[src/rtl/aes_dec_pkg.sv]
// Shared constants, types and helpers for the AES-128 inverse-cipher datapath.
package aes_dec_pkg;

    localparam int unsigned AES_NR  = 10;
    localparam int unsigned STATE_W = 128;
    localparam int unsigned ROUND_W = 4;

    typedef logic [STATE_W-1:0] state_t;
    typedef logic [ROUND_W-1:0] round_t;

    // Rounds 1..nr-1 feed InvMixColumns; the initial and final key adds bypass it.
    function automatic logic is_mix_round(input int unsigned idx, input int unsigned nr = AES_NR);
        return (idx >= 1) && (idx < nr);
    endfunction

endpackage

[src/rtl/aes_round_key_store.sv]
// Local store for the NR+1 round keys with per-key valid bits.
module aes_round_key_store
    import aes_dec_pkg::*;
#(
    parameter int unsigned NR = AES_NR,
    parameter int unsigned RW = ROUND_W
) (
    input  logic               clk,
    input  logic               rst,
    input  logic               wr_en,
    input  logic [RW-1:0]      wr_idx,
    input  logic [STATE_W-1:0] wr_data,
    input  logic [RW-1:0]      rd_idx,
    output logic [STATE_W-1:0] rd_key,
    output logic               rd_valid,
    output logic               keys_loaded
);

    localparam int unsigned DEPTH = NR + 1;

    state_t           keys [DEPTH];
    logic [DEPTH-1:0] valid;
    logic [DEPTH-1:0] valid_next;

    // Key contents survive reset; only the valid bits are cleared.
    always_ff @(posedge clk) begin
        for (int unsigned i = 0; i < DEPTH; i++) begin
            if (wr_en && (wr_idx == RW'(i))) begin
                keys[i] <= wr_data;
            end
        end
    end

    // Valid bitmap after this cycle's write; out-of-range indices match nothing.
    always_comb begin
        valid_next = valid;
        for (int unsigned i = 0; i < DEPTH; i++) begin
            if (wr_en && (wr_idx == RW'(i))) begin
                valid_next[i] = 1'b1;
            end
        end
    end

    // Valid bits and the registered all-loaded flag.
    always_ff @(posedge clk) begin
        if (rst) begin
            valid       <= '0;
            keys_loaded <= 1'b0;
        end else begin
            valid       <= valid_next;
            keys_loaded <= &valid_next;
        end
    end

    // Combinational read of current (pre-write) contents; invalid index reads as zero/invalid.
    always_comb begin
        rd_key   = '0;
        rd_valid = 1'b0;
        for (int unsigned i = 0; i < DEPTH; i++) begin
            if (rd_idx == RW'(i)) begin
                rd_key   = keys[i];
                rd_valid = valid[i];
            end
        end
    end

endmodule

[src/rtl/inv_add_round_key_stage.sv]
// Registered AddRoundKey stage of the AES-128 inverse cipher, upstream of InvMixColumns.
module inv_add_round_key_stage
    import aes_dec_pkg::*;
#(
    parameter int unsigned NR = AES_NR,
    parameter int unsigned RW = ROUND_W
) (
    input  logic          clk,
    input  logic          rst,
    input  logic          key_wr_en,
    input  logic [RW-1:0] key_wr_idx,
    input  logic [127:0]  key_wr_data,
    input  logic          s_valid,
    output logic          s_ready,
    input  logic [127:0]  s_data,
    input  logic [RW-1:0] s_round,
    output logic          m_valid,
    input  logic          m_ready,
    output logic [127:0]  m_data,
    output logic [RW-1:0] m_round,
    output logic          m_mix,
    output logic          m_err,
    output logic          keys_loaded
);

    state_t key;
    logic   key_valid;
    logic   accept;
    logic   round_ok;

    aes_round_key_store #(
        .NR (NR),
        .RW (RW)
    ) u_key_store (
        .clk         (clk),
        .rst         (rst),
        .wr_en       (key_wr_en),
        .wr_idx      (key_wr_idx),
        .wr_data     (key_wr_data),
        .rd_idx      (s_round),
        .rd_key      (key),
        .rd_valid    (key_valid),
        .keys_loaded (keys_loaded)
    );

    assign s_ready  = ~rst & (~m_valid | m_ready);
    assign accept   = s_valid & s_ready;
    assign round_ok = (s_round <= RW'(NR));

    // Output register slice: load on accept, drop valid on drain, otherwise hold.
    always_ff @(posedge clk) begin
        if (rst) begin
            m_valid <= 1'b0;
            m_data  <= '0;
            m_round <= '0;
            m_mix   <= 1'b0;
            m_err   <= 1'b0;
        end else if (accept) begin
            m_valid <= 1'b1;
            m_data  <= round_ok ? (s_data ^ key) : s_data;
            m_round <= s_round;
            m_mix   <= round_ok & is_mix_round(32'(s_round), NR);
            m_err   <= ~round_ok | ~key_valid;
        end else if (m_ready) begin
            m_valid <= 1'b0;
        end
    end

endmodule
[config.mk]
export PLATFORM = sky130hd
export DESIGN_NAME = inv_add_round_key_stage
export DESIGN_NICKNAME = d
export VERILOG_FILES = /design/src/rtl/aes_dec_pkg.sv /design/src/rtl/aes_round_key_store.sv /design/src/rtl/inv_add_round_key_stage.sv
export SDC_FILE = /design/constraint.sdc
export NUM_CORES = 2
export LEC_CHECK = 0
export ABC_AREA = 1
export BUFFER_PORTS_ARGS = -buffer_cell sky130_fd_sc_hd__buf_2
export CORE_MARGIN = 5
export CORE_UTILIZATION = 46
export DETAILED_ROUTE_END_ITERATION = 10
export PLACE_DENSITY = 0.69
export SLEW_MARGIN = 20
export SYNTH_ARGS = -nofsm -noshare
export SYNTH_HDL_FRONTEND = slang
export SYNTH_SLANG_ARGS = --single-unit
[constraint.sdc]
create_clock -name clk -period 8.2 [get_ports clk]
set_input_delay 0.82 -clock clk [delete_from_list [all_inputs] [get_ports clk]]
set_output_delay 0.82 -clock clk [all_outputs]
set_load 0.1 [all_outputs]
---- Word-level counts from Yosys, hierarchy flattened ----
Memory sizes are Yosys's and may differ from the RTL's.
Index checks and enable logic that the tools add are counted.
word-level totals
  bits in registers ....................... 147
  bits in latches ......................... 0
  bits in writable memories ............... 1408
  bits in read-only memories .............. 0
  input bits .............................. 269
  memories ................................ 1
memories
  name              words  width  rd ports  clocked after memory_dff  write ports  RTL line                   RTL
  u_key_store.keys  11     128    11        0                         1            aes_round_key_store.sv:21  state_t keys [DEPTH];
cells by class
  $add $sub $neg .......................... 0
  multiply operators ...................... 0
  div/mod/pow operators ................... 0
  $lt $le $gt $ge ......................... 3
  eq/ne operators ......................... 20
  shift-type cells ........................ 0
  muxes and demuxes ....................... 88
  bitwise operators ....................... 10
  reduce and logical (&&, ||, !) cells .... 26
operator list
  cell                count
  $mux 128            22
  $reduce_or 128->1   10
  $xor 128x128->128   1
  $mux 1              56
  $mux 4              10
  $eq 4x3->1 const B  8
  $eq 4x4->1 const B  6
  $eq 4x2->1 const B  4
  $logic_and 1x1->1   12
  $reduce_and 11->1   1
  $eq 4x1->1 const B  2
  $logic_not 4->1     2
  $ge 4x1->1 const B  1
  $le 4x4->1 const B  1
  $lt 4x4->1 const B  1
  $not 1->1           4
  $and 1x1->1         3
  $or 1x1->1          2
  $reduce_bool 2->1   1

---- Longest topological paths before layout ----
  depth after elaboration ................. 15
  depth in mapped cells ................... 17
  mapped depth without buffers ............ 16

---- Modules after synthesis ----
From an unflattened synthesis, not the netlist that was laid out.
second synthesis, totals
  cells, all modules ...................... 5769
  area, all modules ....................... 63322.0 um2
by module, submodules not included
  module                   times used  cells an instance  area each (um2)
  aes_round_key_store      1           3979               53889.2
  inv_add_round_key_stage  1           1790               9432.8

---- Least setup slack after synthesis ----
No wires, ideal clock.
  path kind ............................... input port to flip-flop
  start ................................... input key_wr_idx[3]
  end ..................................... register u_key_store.keys_loaded
  arrival ................................. 7.431 ns
  slack ................................... 0.709 ns
  stages on the path ...................... 7
  path through ............................ nor2_1 -> nand2_1 -> nor2_1 -> or2_2 -> inv_1 -> nor4_1 -> and3_1
between the ends
  longest elaborated chain between the ends .. 4
  elaborated cells on any way between the ends .. 34
  those cells by class .................... eq/ne: 10; mux: 11; reduce/logical: 13
ends and longest elaborated chain
  element                             RTL line                       RTL
  start, declared                     inv_add_round_key_stage.sv:11  input logic [RW-1:0] key_wr_idx,
  $eq 4x1->1 (tied with other cells)  aes_round_key_store.sv:38      if (wr_en && (wr_idx == RW'(i))) begin
  $logic_and 1x1->1                   aes_round_key_store.sv:38
  $mux 1                              aes_round_key_store.sv:38
  $reduce_and 11->1 (*)               aes_round_key_store.sv:51      keys_loaded <= &valid_next;
  end signal, assigned                aes_round_key_store.sv:51
  end, declared                       aes_round_key_store.sv:16      output logic keys_loaded
Mark *: on every way between the ends. The rest lies on a longest branch, timed or not.
A chain may end at the register's enable or synchronous reset.

---- Worst setup path after layout ----
  start ................................... input s_round[0]
  end ..................................... register m_data[94]
between the ends
  longest elaborated chain between the ends .. 14
  elaborated cells on any way between the ends .. 25
  those cells by class .................... order compare: 1; eq/ne: 10; mux: 12; bitwise: 1; reduce/logical: 1
ends and longest elaborated chain
  element                 RTL line                       RTL
  start, declared         inv_add_round_key_stage.sv:16  input logic [RW-1:0] s_round,
  $logic_not 4->1         aes_round_key_store.sv:60      if (rd_idx == RW'(i)) begin
  $mux 128 (11 in a row)  aes_round_key_store.sv:60
  $xor 128x128->128       inv_add_round_key_stage.sv:60  m_data <= round_ok ? (s_data ^ key) : s_data;
  $mux 128 (*)            inv_add_round_key_stage.sv:60
  end signal, assigned    inv_add_round_key_stage.sv:60
  end, declared           inv_add_round_key_stage.sv:19  output logic [127:0] m_data,
Marked as above.

==> flow_summary_export.csv <==
group,metric,value,unit
cts,hold_buffers,0,
power_and_ir_drop,comb_power_share,8.8,%
timing,rsz0062_at_grt,"no",
synth,synth_top_area_cell,"edfxtp_1",
worst_setup_path,crit_fanout,70,
power_and_ir_drop,switchingPower,4.34,mW
timing,final_hold_viol_count,0,
detailed_routing,routedWlPerCell,21.0,um
cts,cts.sinks,1555,
place,dp_hpwl,90600,um
synth,synth_top_area_share,67.1,%
final_layout,area_growth,14.3,%
worst_hold_path,hold_start,"s_valid",
detailed_routing,vias_per_cell,5.26,
synth,synth_xor_area_share,0,%
worst_hold_path,worstHoldPathType,"in2reg",
detailed_routing,drcViolationCount,0,
cts,post_cts_buffers,0,
flow_run,maxCapViolCount,0,
synth,synth_seq_cells,1555,
timing,fmaxAchievable,223,MHz
cts,cts-buffers-inserted,162,
synth,syn_inst,5644,
global_route,grt.overflow.total,0,
synth,synth.avg_cell_area,11.2,sq um
timing,worstMarginPinSlew,1.27,ns
worst_setup_path,end_kind,"flop",
synth,synth_area,63000,sq um
global_route,grt_pass1_wl,249000,um
synth,async_reset_ff_share,0,%
synth,ys_types,30,
worst_setup_path,reg2reg_from,"m_valid$_SDFFE_PP0P_",
timing,fin_tns_setup,0,ns
global_route,antenna_found_initial,33,
synth,synth_compound_area_share,0.296,%
timing,period_share,54.6,%
worst_setup_path,worst_ep_arrival_time,5.16,ns
detailed_routing,first_pass_iters,6,
timing,max_slew_margin,15.5,%
global_route,grt_max_degree,130,
synth,synthSimpleGateAreaFrac,22.8,%
detailed_routing,wl,167000,um
detailed_routing,drtIter0Drc,3655,
cts,h-tree-depth,4,
floorplan,die-width,380,um
synth,synthTopCellsByArea,"edfxtp_1, nand2_1, dfxtp_1",
global_route,use_met1,29.4,%
cts,clockRootBuffer,"clkbuf_16",
synth,synth_top_family_by_area,"simple AND/OR/NAND/NOR gates",
floorplan,initial_utilization,46.4,%
power_and_ir_drop,internal_power,13.3,mW
cts,cts_tree,"built",
place,gp_congestion,0.774,
floorplan,pin_count,406,
power_and_ir_drop,p_total,17.7,mW
cts,ctsResizeCount,0,
floorplan,rows,135,
timing,period_needed,4.48,ns
power_and_ir_drop,powerDensity,246,nW/um^2
global_route,grt.total_usage,22.6,%
final_layout,seq_area,45200,sq um
timing,timing.final.max_slew_violations,0,
power_and_ir_drop,switching_share,24.6,%
cts,clk_pin_slew,0.06,ns
worst_setup_path,r2r_end,"m_err$_SDFFE_PP0P_",
cts,cts_buffer_depth,3,
final_layout,nets,6288,
synth,yosysSeqAreaShare,71.8,%
timing,setup_viol_count_final,0,
global_route,grt_pass1_vias,40400,
worst_hold_path,worst_hold_path.endpoint,"m_valid$_SDFFE_PP0P_",
floorplan,die_y,380,um
worst_setup_path,rrSetupSlack,5.21,ns
detailed_routing,num_vias,41800,
worst_hold_path,worstHoldPathCells,3,
power_and_ir_drop,seq_power_share,50.5,%
synth,synthAdderAreaFrac,0,%
global_route,top_usage_layer,"met2",
final_layout,drive_gt1_share,15.9,%
floorplan,core,136000,sq um
floorplan,die_area,144000,sq um
place,numPortBuffers,405,
detailed_routing,drtAntennaViolNets,0,
power_and_ir_drop,power.leakage,28.2,nW
worst_setup_path,startpoint_type,"input port",
worst_setup_path,critPathKind,"in2reg",
final_layout,multi_input_area,14700,sq um
final_layout,fill_cells,11400,
synth,synthFlopType,"edfxtp_1",
worst_setup_path,r2r_cells,7,
cts,clk_latency,0.78,ns
timing,skew,0.0183,ns
synth,synthMuxAreaShare,0,%
synth,synth-edff-count,1408,
worst_setup_path,cp.required,8.88,ns
synth,synth_nets,5913,
synth,ys_warn_count,0,
power_and_ir_drop,clkPwrFrac,40.6,%
global_route,use_met2,38.4,%
power_and_ir_drop,ir_drop,172,uV
status,outcome,"complete, no violations",
global_route,use_met3,3.96,%
synthesized netlist by cell type, types with 7 or more instances:
cell and n:
or2_2 276, buf_4 17, o21ai_0 8, buf_6 8, buf_1 16, buf_2 78
inv_1 545, or2_0 61, clkbuf_1 122, inv_2 7, nand3_1 499, a21oi_1 17
nand2_1 2031, edfxtp_1 1408, nand3b_1 8, nand4_1 231, dfxtp_1 147, nor2_1 143
layer usage:
metal,share of wire [%],vias up
met2,49,1635
li1,-,19600
met1,40,20300
met3,7.8,287
met4,3.0,24
met5,0.097,-
flip-flops by register name (all words and copies together) (netlist names):
signal / cells
m_round: 4
m_valid: 1
m_mix: 1
u_key_store.valid: 11
m_err: 1
u_key_store.keys_loaded: 1
u_key_store.keys: 1408
m_data: 128
area by class of cell:
| class | count | area share [%] |
|---|---|---|
| multi-input cells | 3296 | 20.4 |
| diodes | 13 | 0.0452 |
| repair buffers | 452 | 3.50 |
| clock buffers | 223 | 6.21 |
| well taps | 1781 | 3.10 |
| flip-flops and latches | 1555 | 62.8 |
| clock inverters | 73 | 0.972 |
| inverters | 552 | 2.92 |
critical path, cell delays in order:
cell,delay [ns]
buf_2,0.15
nor2_4,0.16
buf_4,0.77
nand2_2,0.67
inv_4,0.95
buf_4,0.87
nand2_1,0.16
nand4_1,0.17
nand2_1,0.08
nand2_1,0.07
nand3_1,0.07
nand2_1,0.10
inv_1,0.04
logic make-up after synthesis:
family                 after synthesis
DFF                               1555
AOI/OAI and AO/OA                   34
and+or+nand+nor                   3262
buffers and inverters              793
stage by stage:
step | setup slack, ns | hold slack [ns] | instance area [sq um] | util, % | std cells
after floorplan | 0.709 | 0.446 | 63000 | - | 5644
after global placement | 2.98 | 0.457 | 66700 | 49.1 | 7634
after detailed placement | 2.83 | 0.465 | 66800 | 49.2 | 7636
after CTS | 3.66 | 0.263 | 71900 | 53.0 | 7932
after global routing | 3.40 | 0.290 | 72000 | 53.0 | 7937
final | 3.72 | 0.312 | 72000 | 53.0 | 7945
placed cells by master (no fill, tap or decap), drive strengths merged, types with 8 or more instances in the layout:
cell type / n
a21oi: 17
buf: 452
bufinv: 11
clkbuf: 223
clkinv: 51
dfxtp: 147
diode: 13
edfxtp: 1408
inv: 561
nand2: 2033
nand3: 499
nand3b: 8
nand4: 231
nor2: 146
o21ai: 10
or2: 340
power by group through the flow:
| stage | logic [mW] | clock network (mW) | registers, mW |
|---|---|---|---|
| 4_1_cts | 1.57 | 7.29 | 8.94 |
| 3_5_place_dp | 1.57 | 0 | 9.10 |
| 6_report | 1.56 | 7.19 | 8.94 |
| 2_1_floorplan | 0.536 | 0 | 9.63 |
| 5_1_grt | 1.68 | 7.62 | 8.95 |
| 3_3_place_gp | 1.54 | 0 | 9.10 |
worst max-delay path by stage:
stage,from,end,slack (ns),cells past startpoint
final,s_round[0],m_data[94]$_SDFFE_PP0P_,3.72,13
after global routing,s_round[1],m_data[89]$_SDFFE_PP0P_,3.40,13
after global placement,s_round[1],m_data[80]$_SDFFE_PP0P_,2.98,13
after detailed placement,s_round[0],m_data[89]$_SDFFE_PP0P_,2.83,13
after floorplan,key_wr_idx[3],u_key_store.keys_loaded$_SDFF_PP0_,0.71,7
after CTS,s_round[0],m_data[94]$_SDFFE_PP0P_,3.66,13
(Power assumes the default switching activity.)
